### src/rtl/id_ctrl_issue.sv
// id_ctrl_issue: decodes the ID instruction into the registered 18-bit EX control bundle, with flush/load-use bubbles.
// Define ID_HAZARD_DETECT_EN to enable load-use stalling; otherwise the fetch enables stay at 1.
module id_ctrl_issue #(
    parameter logic [17:0] NOP_BUNDLE = 18'h00000
) (
    input  logic        clk,
    input  logic        reset,
    input  logic [31:0] instr,
    input  logic        instr_valid,
    input  logic        flush,
    output logic [17:0] control_signals,
    output logic [4:0]  dest_reg,
    output logic        ex_valid,
    output logic        pc_le,
    output logic        if_id_le,
    output logic [15:0] bubble_count
);
    localparam logic [3:0] ADD = 4'h0, SUB = 4'h1, AND = 4'h2, OR = 4'h3, XOR = 4'h4, NOR = 4'h5,
                           SLL = 4'h6, SRL = 4'h7, SRA = 4'h8, SLT = 4'h9, SLTU = 4'hA, PASS = 4'hB;
    localparam logic [10:0] BR = 11'h400, LD = 11'h200, RF = 11'h100, TA = 11'h080, ME = 11'h040,
                            MW = 11'h020, SZW = 11'h010, SZH = 11'h008, MS = 11'h004, LK = 11'h002, JP = 11'h001;

    logic [17:0] ctrl_q, ctrl_d, dec;
    logic [4:0]  dest_q, dest_d, dst;
    logic        valid_q, valid_d;
    logic [15:0] cnt_q, cnt_d;
    logic        hazard, stall, bubble, rt_src;

    wire [5:0] op    = instr[31:26];
    wire [5:0] funct = instr[5:0];
    wire [4:0] rs    = instr[25:21];
    wire [4:0] rt    = instr[20:16];
    wire [4:0] rd    = instr[15:11];

    function automatic logic [17:0] b(input logic [2:0] s, input logic [3:0] a, input logic [10:0] f);
        return {s, a, f};
    endfunction

    always_comb begin
        dec = NOP_BUNDLE;
        case (op)
            6'h00: case (funct)
                6'h20, 6'h21: dec = b(3'd0, ADD, RF);
                6'h22, 6'h23: dec = b(3'd0, SUB, RF);
                6'h24: dec = b(3'd0, AND, RF);
                6'h25: dec = b(3'd0, OR, RF);
                6'h26: dec = b(3'd0, XOR, RF);
                6'h27: dec = b(3'd0, NOR, RF);
                6'h2A: dec = b(3'd0, SLT, RF);
                6'h2B: dec = b(3'd0, SLTU, RF);
                6'h00: dec = b(3'd3, SLL, RF);
                6'h02: dec = b(3'd3, SRL, RF);
                6'h03: dec = b(3'd3, SRA, RF);
                6'h08: dec = b(3'd0, ADD, TA | JP);
                6'h09: dec = b(3'd5, PASS, RF | TA | LK | JP);
                default: dec = NOP_BUNDLE;
            endcase
            6'h08, 6'h09: dec = b(3'd1, ADD, RF);
            6'h0A: dec = b(3'd1, SLT, RF);
            6'h0B: dec = b(3'd1, SLTU, RF);
            6'h0C: dec = b(3'd2, AND, RF);
            6'h0D: dec = b(3'd2, OR, RF);
            6'h0E: dec = b(3'd2, XOR, RF);
            6'h0F: dec = b(3'd4, PASS, RF);
            6'h23: dec = b(3'd1, ADD, LD | RF | ME | SZW);
            6'h21: dec = b(3'd1, ADD, LD | RF | ME | SZH | MS);
            6'h25: dec = b(3'd1, ADD, LD | RF | ME | SZH);
            6'h20: dec = b(3'd1, ADD, LD | RF | ME | MS);
            6'h24: dec = b(3'd1, ADD, LD | RF | ME);
            6'h2B: dec = b(3'd1, ADD, ME | MW | SZW);
            6'h29: dec = b(3'd1, ADD, ME | MW | SZH);
            6'h28: dec = b(3'd1, ADD, ME | MW);
            6'h04, 6'h05: dec = b(3'd0, SUB, BR | TA);
            6'h02: dec = b(3'd0, ADD, TA | JP);
            6'h03: dec = b(3'd5, PASS, RF | TA | LK | JP);
            default: dec = NOP_BUNDLE;
        endcase
        // The all-zero word would otherwise decode as sll $0,$0,0
        if (instr == 32'h0) dec = NOP_BUNDLE;
    end

    assign dst    = !dec[8] ? 5'd0 : (op == 6'h00) ? rd : (op == 6'h03) ? 5'd31 : rt;
    assign rt_src = (op == 6'h00) || (op == 6'h04) || (op == 6'h05) ||
                    (op == 6'h28) || (op == 6'h29) || (op == 6'h2B);

`ifdef ID_HAZARD_DETECT_EN
    assign hazard   = instr_valid & ctrl_q[9] & valid_q & (dest_q != 5'd0) &
                      ((dest_q == rs) | (rt_src & (dest_q == rt)));
    assign stall    = hazard & ~flush;
    assign pc_le    = ~stall;
    assign if_id_le = ~stall;
`else
    assign hazard   = 1'b0;
    assign stall    = 1'b0;
    assign pc_le    = 1'b1;
    assign if_id_le = 1'b1;
`endif

    assign bubble  = flush | stall | ~instr_valid;
    assign ctrl_d  = bubble ? NOP_BUNDLE : dec;
    assign dest_d  = bubble ? 5'd0 : dst;
    assign valid_d = ~bubble;
    assign cnt_d   = ((flush | stall) && cnt_q != 16'hFFFF) ? cnt_q + 16'd1 : cnt_q;

    always_ff @(posedge clk) begin
        if (reset) begin
            ctrl_q  <= '0;
            dest_q  <= '0;
            valid_q <= 1'b0;
            cnt_q   <= '0;
        end else begin
            ctrl_q  <= ctrl_d;
            dest_q  <= dest_d;
            valid_q <= valid_d;
            cnt_q   <= cnt_d;
        end
    end

    assign control_signals = ctrl_q;
    assign dest_reg        = dest_q;
    assign ex_valid        = valid_q;
    assign bubble_count    = cnt_q;
endmodule
### config.mk
export PLATFORM = sky130hd
export DESIGN_NAME = id_ctrl_issue
export DESIGN_NICKNAME = d
export VERILOG_FILES = /design/src/rtl/id_ctrl_issue.sv
export SDC_FILE = /design/constraint.sdc
export NUM_CORES = 1
export LEC_CHECK = 0
export CORE_UTILIZATION = 48
export DETAILED_ROUTE_END_ITERATION = 16
export PLACE_DENSITY = 0.86
export SLEW_MARGIN = 20
export SYNTH_ARGS = -nofsm -noshare
export SYNTH_HDL_FRONTEND = slang
export SYNTH_SLANG_ARGS = --single-unit
### constraint.sdc
create_clock -name clk -period 3.5 [get_ports clk]
set_clock_uncertainty 0.1 [all_clocks]
set_input_delay 0.525 -clock clk [delete_from_list [all_inputs] [get_ports clk]]
set_output_delay 0.525 -clock clk [all_outputs]
set_load 0.01 [all_outputs]
==> impl_metrics.py, run 1 <==
metrics = {
    "critical_path": {
        "worstSetupPathType": "primary input to register",
        "start_kind": "primary input",
        "reg2reg_depth": 6,
        "path_max_fanout": 18,
        "crit_required_ps": 3560,
        "cp.arrival_ps": 2760,
        "critPathCaptureType": "register",
    },
    "clocking": {
        "cts_root_buf": "clkbuf_8",
        "clock_path_buffers": 2,
        "cts_tree": "done",
        "ctsResizeCount": 0,
        "clock_latency_ps": 300,
        "hold_buffers": 0,
        "cts_sinks": 40,
        "postCtsSetupBuffers": 0,
        "htreeDepth": 2,
        "numCtsBuffers": 5,
        "clk_pin_slew_ps": 80,
    },
    "logic_synthesis": {
        "ys.flop_type": "dfxtp_1",
        "synth.cell_area_um2": 2120,
        "ys_seq_area_share_pct": 37.8,
        "ys_seq_elements": 40,
        "yosysWarnings": 0,
        "synthArstFlopShare_pct": 0,
        "postSynthCellCount": 266,
        "synth_edf_count": 0,
        "synthDistinctLibCells": 53,
        "avgSynthCellArea_um2": 7.95,
    },
    "status": {
        "status": "completed",
    },
    "timing": {
        "tightest_slew_ps": 743,
        "drv_slew": 0,
        "hold_viol_final": 0,
        "fin_crit_sh_pct": 77.1,
        "rsz0062_at_grt": "no",
        "setup-violations-final": 0,
        "slew_headroom_pct": 49.8,
        "max_freq_ghz": 0.370,
        "period_minus_slack_ps": 2700,
        "fin_tns_setup_ps": 0,
    },
    "worst_hold_path": {
        "hold-path-cell-count": 2,
        "hold_path.class": "register to register",
    },
    "finish": {
        "layout-drive-gt1-share_pct": 5.99,
        "final_cell_mix": "clkdlybuf4s50_1, dfxtp_1, nor2_1",
        "multi_input_area_um2": 1180,
        "nFillCells": 339,
        "antenna-diode-count": 0,
        "seq_area_um2": 801,
        "synthToLayoutAreaGrowth_pct": 39.0,
        "final_nets": 371,
        "mostFrequentLayoutCell": "clkdlybuf4s50_1",
        "largest_reg_flops": 18,
        "utilization_pct": 71.5,
    },
    "die": {
        "core_area_um2": 4120,
        "die_w_um": 68.4,
        "dieArea_um2": 4680,
        "rows": 23,
        "chipHeight_um": 68.4,
        "pin_count": 78,
        "initial_core_util_pct": 51.4,
    },
    "power_and_ir_drop": {
        "irDropWorstVdd_uv": 190,
        "p_sw_uw": 228,
        "p_per_area_nw_per_um2": 303,
        "power_frac_comb_pct": 15.3,
        "power_switching_share_pct": 25.6,
        "power_uw": 892,
        "internal-power_uw": 663,
        "clkPwrFrac_pct": 33.0,
        "pwr-share-seq_pct": 51.8,
        "total_leakage_power_nw": 1.00,
    },
    "detailed_routing": {
        "drcViolationCount": 0,
        "via_count": 2200,
        "drt-initial-drc-count": 201,
        "wl_per_cell_um": 13.8,
        "firstDrtPassIters": 5,
        "wl_mm": 5.30,
        "vias_per_cell": 5.73,
        "drtAntennaViolNets": 0,
    },
    "placed_design": {
        "dp_hpwl_mm": 3.90,
        "portBuffers": 75,
        "gp_congestion": 0.850,
    },
    "job": {
        "cap_violations": 0,
    },
    "global_routing": {
        "grt_pass1_wl_mm": 8.72,
        "grtUsageTotal_pct": 25.0,
        "grt_max_degree": 20,
        "grt_overflow": 0,
        "grt_pass1_vias": 1950,
        "antenna_found_initial": 0,
    },
}
[metrics by stage]
step / setup slack (ps) / hold WS, ps / cells / instance area (µm²)
after CTS: 830 / 451 / 384 / 2940
after floorplan: 1300 / 423 / 267 / 2120
after global routing: 604 / 475 / 384 / 2940
after detailed placement: 547 / 436 / 377 / 2860
after global placement: 694 / 405 / 377 / 2860
final: 801 / 455 / 384 / 2940
[Yosys cell counts, drive strengths merged (2+ instances only)]
cell type,instances,area share (%)
dfxtp,40,38
nor2,36,6.5
a21oi,21,5.0
nor3,17,4.0
nand2,15,2.7
clkbuf,11,2.0
nand3,11,2.6
o21ai,11,2.6
inv,10,1.8
nor4,9,3.4
buf,8,3.0
xor2,8,3.3
nand4,6,1.8
o22ai,6,1.8
nor2b,5,1.5
mux2i,4,1.9
or4,4,1.6
xnor2,4,1.7
and3,3,0.89
nand3b,3,1.1
and4,2,0.83
nand2b,2,0.59
nor3b,2,0.71
o31ai,2,0.71
o41ai,2,0.83
or2,2,0.59
or3,2,0.59
or4b,2,0.95
[power groups by stage]
stage / clock (mW) / combinational [mW] / sequential (mW)
floorplan: 0 / 0.0691 / 0.474
global placement: 0 / 0.132 / 0.472
detailed placement: 0 / 0.134 / 0.472
CTS: 0.297 / 0.135 / 0.462
global route: 0.322 / 0.150 / 0.462
finish: 0.294 / 0.136 / 0.462
[routing by layer]
metal | up-vias | GRT usage, % | share of wire, %
met5 | - | 0 | 0
met4 | 0 | 9.11 | 1.5
met3 | 10 | 5.17 | 7.2
met2 | 103 | 37.3 | 45
met1 | 1005 | 35.1 | 46
li1 | 1082 | - | -
[critical path: stages]
cell	delay, ps
clkdlybuf4s50_1	790
nor2b_1	180
o21ai_0	200
o2111ai_1	280
o21bai_4	370
a2111oi_0	410
[final timing paths]
kind	start	end	slack, ps
worst min-delay path	bubble_count[8]	bubble_count[8]	450
worst max-delay path	instr[26]	control_signals[9]	800
worst min register to register	bubble_count[8]	bubble_count[8]	450
worst max register to register	bubble_count[0]	bubble_count[1]	1560
[logic make-up (layout without fill, tap and decap cells)]
group,after synthesis,after routing,synth area share (%)
multiplexers,4,4,1.89
other,1,2,0.177
AO/OA/AOI/OAI,54,54,16.0
flip-flops,40,40,37.8
AND/OR/NAND/NOR,125,125,31.8
buffers and inverters,29,96,6.68
XOR/XNOR,12,12,4.97
adder cells (fa/ha/maj),1,1,0.591
[area by class of cell]
type | instances | share of cell area (%)
multi-input combinational | 198 | 40.0
timing repair buffer | 79 | 26.6
tap | 50 | 2.13
sequential | 40 | 27.2
inverter | 10 | 1.28
clock inverter | 2 | 0.426
clock buffer | 5 | 2.34
Power figures use the tool's default switching activity.
==> run 2: changes to the inputs <==
- CORE_UTILIZATION: 48 -> 40
- PLACE_DENSITY: 0.86 -> 0.76
- clock period: 3.5 -> 2.4 ns (I/O delays scaled with it)
==> impl_metrics.py, run 2 (synthesized netlist as in run 1, its figures left out) <==
metrics = {
    "die": {
        "initial_core_util_pct": 41.4,
        "rows": 26,
        "dieArea_um2": 5580,
        "die_w_um": 74.7,
        "pin_count": 78,
        "core_area_um2": 5110,
        "chipHeight_um": 74.7,
    },
    "power_and_ir_drop": {
        "pwr-share-seq_pct": 44.2,
        "p_sw_uw": 321,
        "power_frac_comb_pct": 14.5,
        "internal-power_mw": 1.20,
        "p_per_area_nw_per_um2": 476,
        "total_leakage_power_nw": 1.14,
        "power_switching_share_pct": 21.1,
        "clkPwrFrac_pct": 41.2,
        "irDropWorstVdd_uv": 249,
        "power_mw": 1.52,
    },
    "placed_design": {
        "post-place-ws_ps": -83.2,
        "portBuffers": 75,
        "gp_congestion": 0.848,
        "dp_hpwl_mm": 4.15,
        "placed_cells": 420,
        "dpl-instance-area_um2": 3070,
    },
    "critical_path": {
        "slowest_delay_ps": 550,
        "critPathCaptureType": "register",
        "crit_family": "simple AND/OR/NAND/NOR gates",
        "crit_required_ps": 2470,
        "worstSetupPathType": "primary input to register",
        "worst_path_max_delay_cell": "or4_1",
        "crit_chain": "clkdlybuf4s50_1 -> or4_1 -> or4_1 -> o21bai_4 -> buf_12 -> nor4_1",
        "cp.arrival_ps": 2250,
        "start_kind": "primary input",
        "worst-path-buf-inv": 2,
        "crit_path_frequent_cell": "or4_1",
        "path_max_fanout": 13,
        "ff2ff_setup_slack_ps": 490,
    },
    "detailed_routing": {
        "wl_mm": 5.17,
        "drtAntennaViolNets": 0,
        "vias_per_cell": 5.17,
        "wl_per_cell_um": 12.1,
        "drt-initial-drc-count": 71,
        "wl_met1_mm": 2.35,
        "via_count": 2206,
        "firstDrtPassIters": 4,
        "drcViolationCount": 0,
        "dr_wl_met2_mm": 2.55,
        "maxUsedRoutingLayer": "met4",
        "wl_met3_um": 236,
    },
    "finish": {
        "utilization_pct": 62.6,
        "layout-drive-gt1-share_pct": 12.0,
        "design_area_um2": 3200,
        "final_nets": 394,
        "largest_reg_flops": 18,
        "synthToLayoutAreaGrowth_pct": 51.2,
        "final_cell_mix": "clkdlybuf4s50_1, dfxtp_1, nor2_1",
        "mostFrequentLayoutCell": "clkdlybuf4s50_1",
        "antenna-diode-count": 0,
        "fin_cells": 427,
    },
    "clocking": {
        "cts_root_buf": "clkbuf_8",
        "numCtsBuffers": 5,
        "ctsResizeCount": 0,
        "cts_tree": "done",
        "postCtsSetupBuffers": 0,
        "clock_path_buffers": 2,
        "htreeDepth": 2,
        "hold_buffers": 0,
        "clock_latency_ps": 290,
        "cts_sinks": 40,
        "clk_pin_slew_ps": 70,
    },
    "timing": {
        "drv_slew": 0,
        "setup-violations-final": 0,
        "fin_crit_sh_pct": 90.8,
        "slew_headroom_pct": 47.6,
        "period_minus_slack_ps": 2180,
        "rsz0062_at_grt": "no",
        "fin_tns_setup_ps": 0,
        "max_freq_ghz": 0.459,
        "tightest_slew_ps": 776,
        "hold_viol_final": 0,
        "fin_ws_ps": 222,
        "hold_ws_ps": 419,
    },
    "global_routing": {
        "grtUsageTotal_pct": 20.1,
        "grt_pass1_vias": 1977,
        "grt_max_degree": 23,
        "antenna_found_initial": 0,
        "grt_pass1_wl_mm": 8.67,
        "grt_overflow": 0,
    },
    "status": {
        "status": "completed",
    },
    "job": {
        "cap_violations": 0,
    },
    "worst_hold_path": {
        "hold_path.class": "register to register",
    },
}
## run 2: routing by layer
metal | vias to the layer above | GRT usage [%]
met2 | 67 | 33.4
li1 | 1137 | -
met1 | 1000 | 25.4
met5 | - | 0
met4 | 0 | 6.92
met3 | 2 | 5.09
## run 2: final cells by class
cell class	instances	area [µm²]
repair buffers	102	966
multi-input cells	198	1180
well taps	70	87.6
fillers	459	1910
clock inverters	2	60.1
inverters	10	37.5
flip-flops and latches	40	801
clock buffers	5	68.8
## run 2: final timing paths
path / from / end / cells past startpoint
hold / removal: bubble_count[8] / bubble_count[8] / 2
hold reg to reg: bubble_count[8] / bubble_count[8] / 2
setup reg to reg: bubble_count[4] / bubble_count[6] / 5
setup / recovery: instr[12] / control_signals[4] / 6
## run 2: worst min-delay path: cells and delay by family, from the launching register on
| kind | cells | cell delay (ps) |
|---|---|---|
| flip-flops | 1 | 340 |
| AO/OA/AOI/OAI | 2 | 140 |
## run 2: power by group through the flow
stage / combinational [mW] / sequential [mW] / clock [mW]
after floorplan: 0.101 / 0.691 / 0
after global placement: 0.218 / 0.689 / 0
after detailed placement: 0.221 / 0.689 / 0
after CTS: 0.222 / 0.673 / 0.639
after global routing: 0.244 / 0.674 / 0.674
final: 0.221 / 0.673 / 0.627
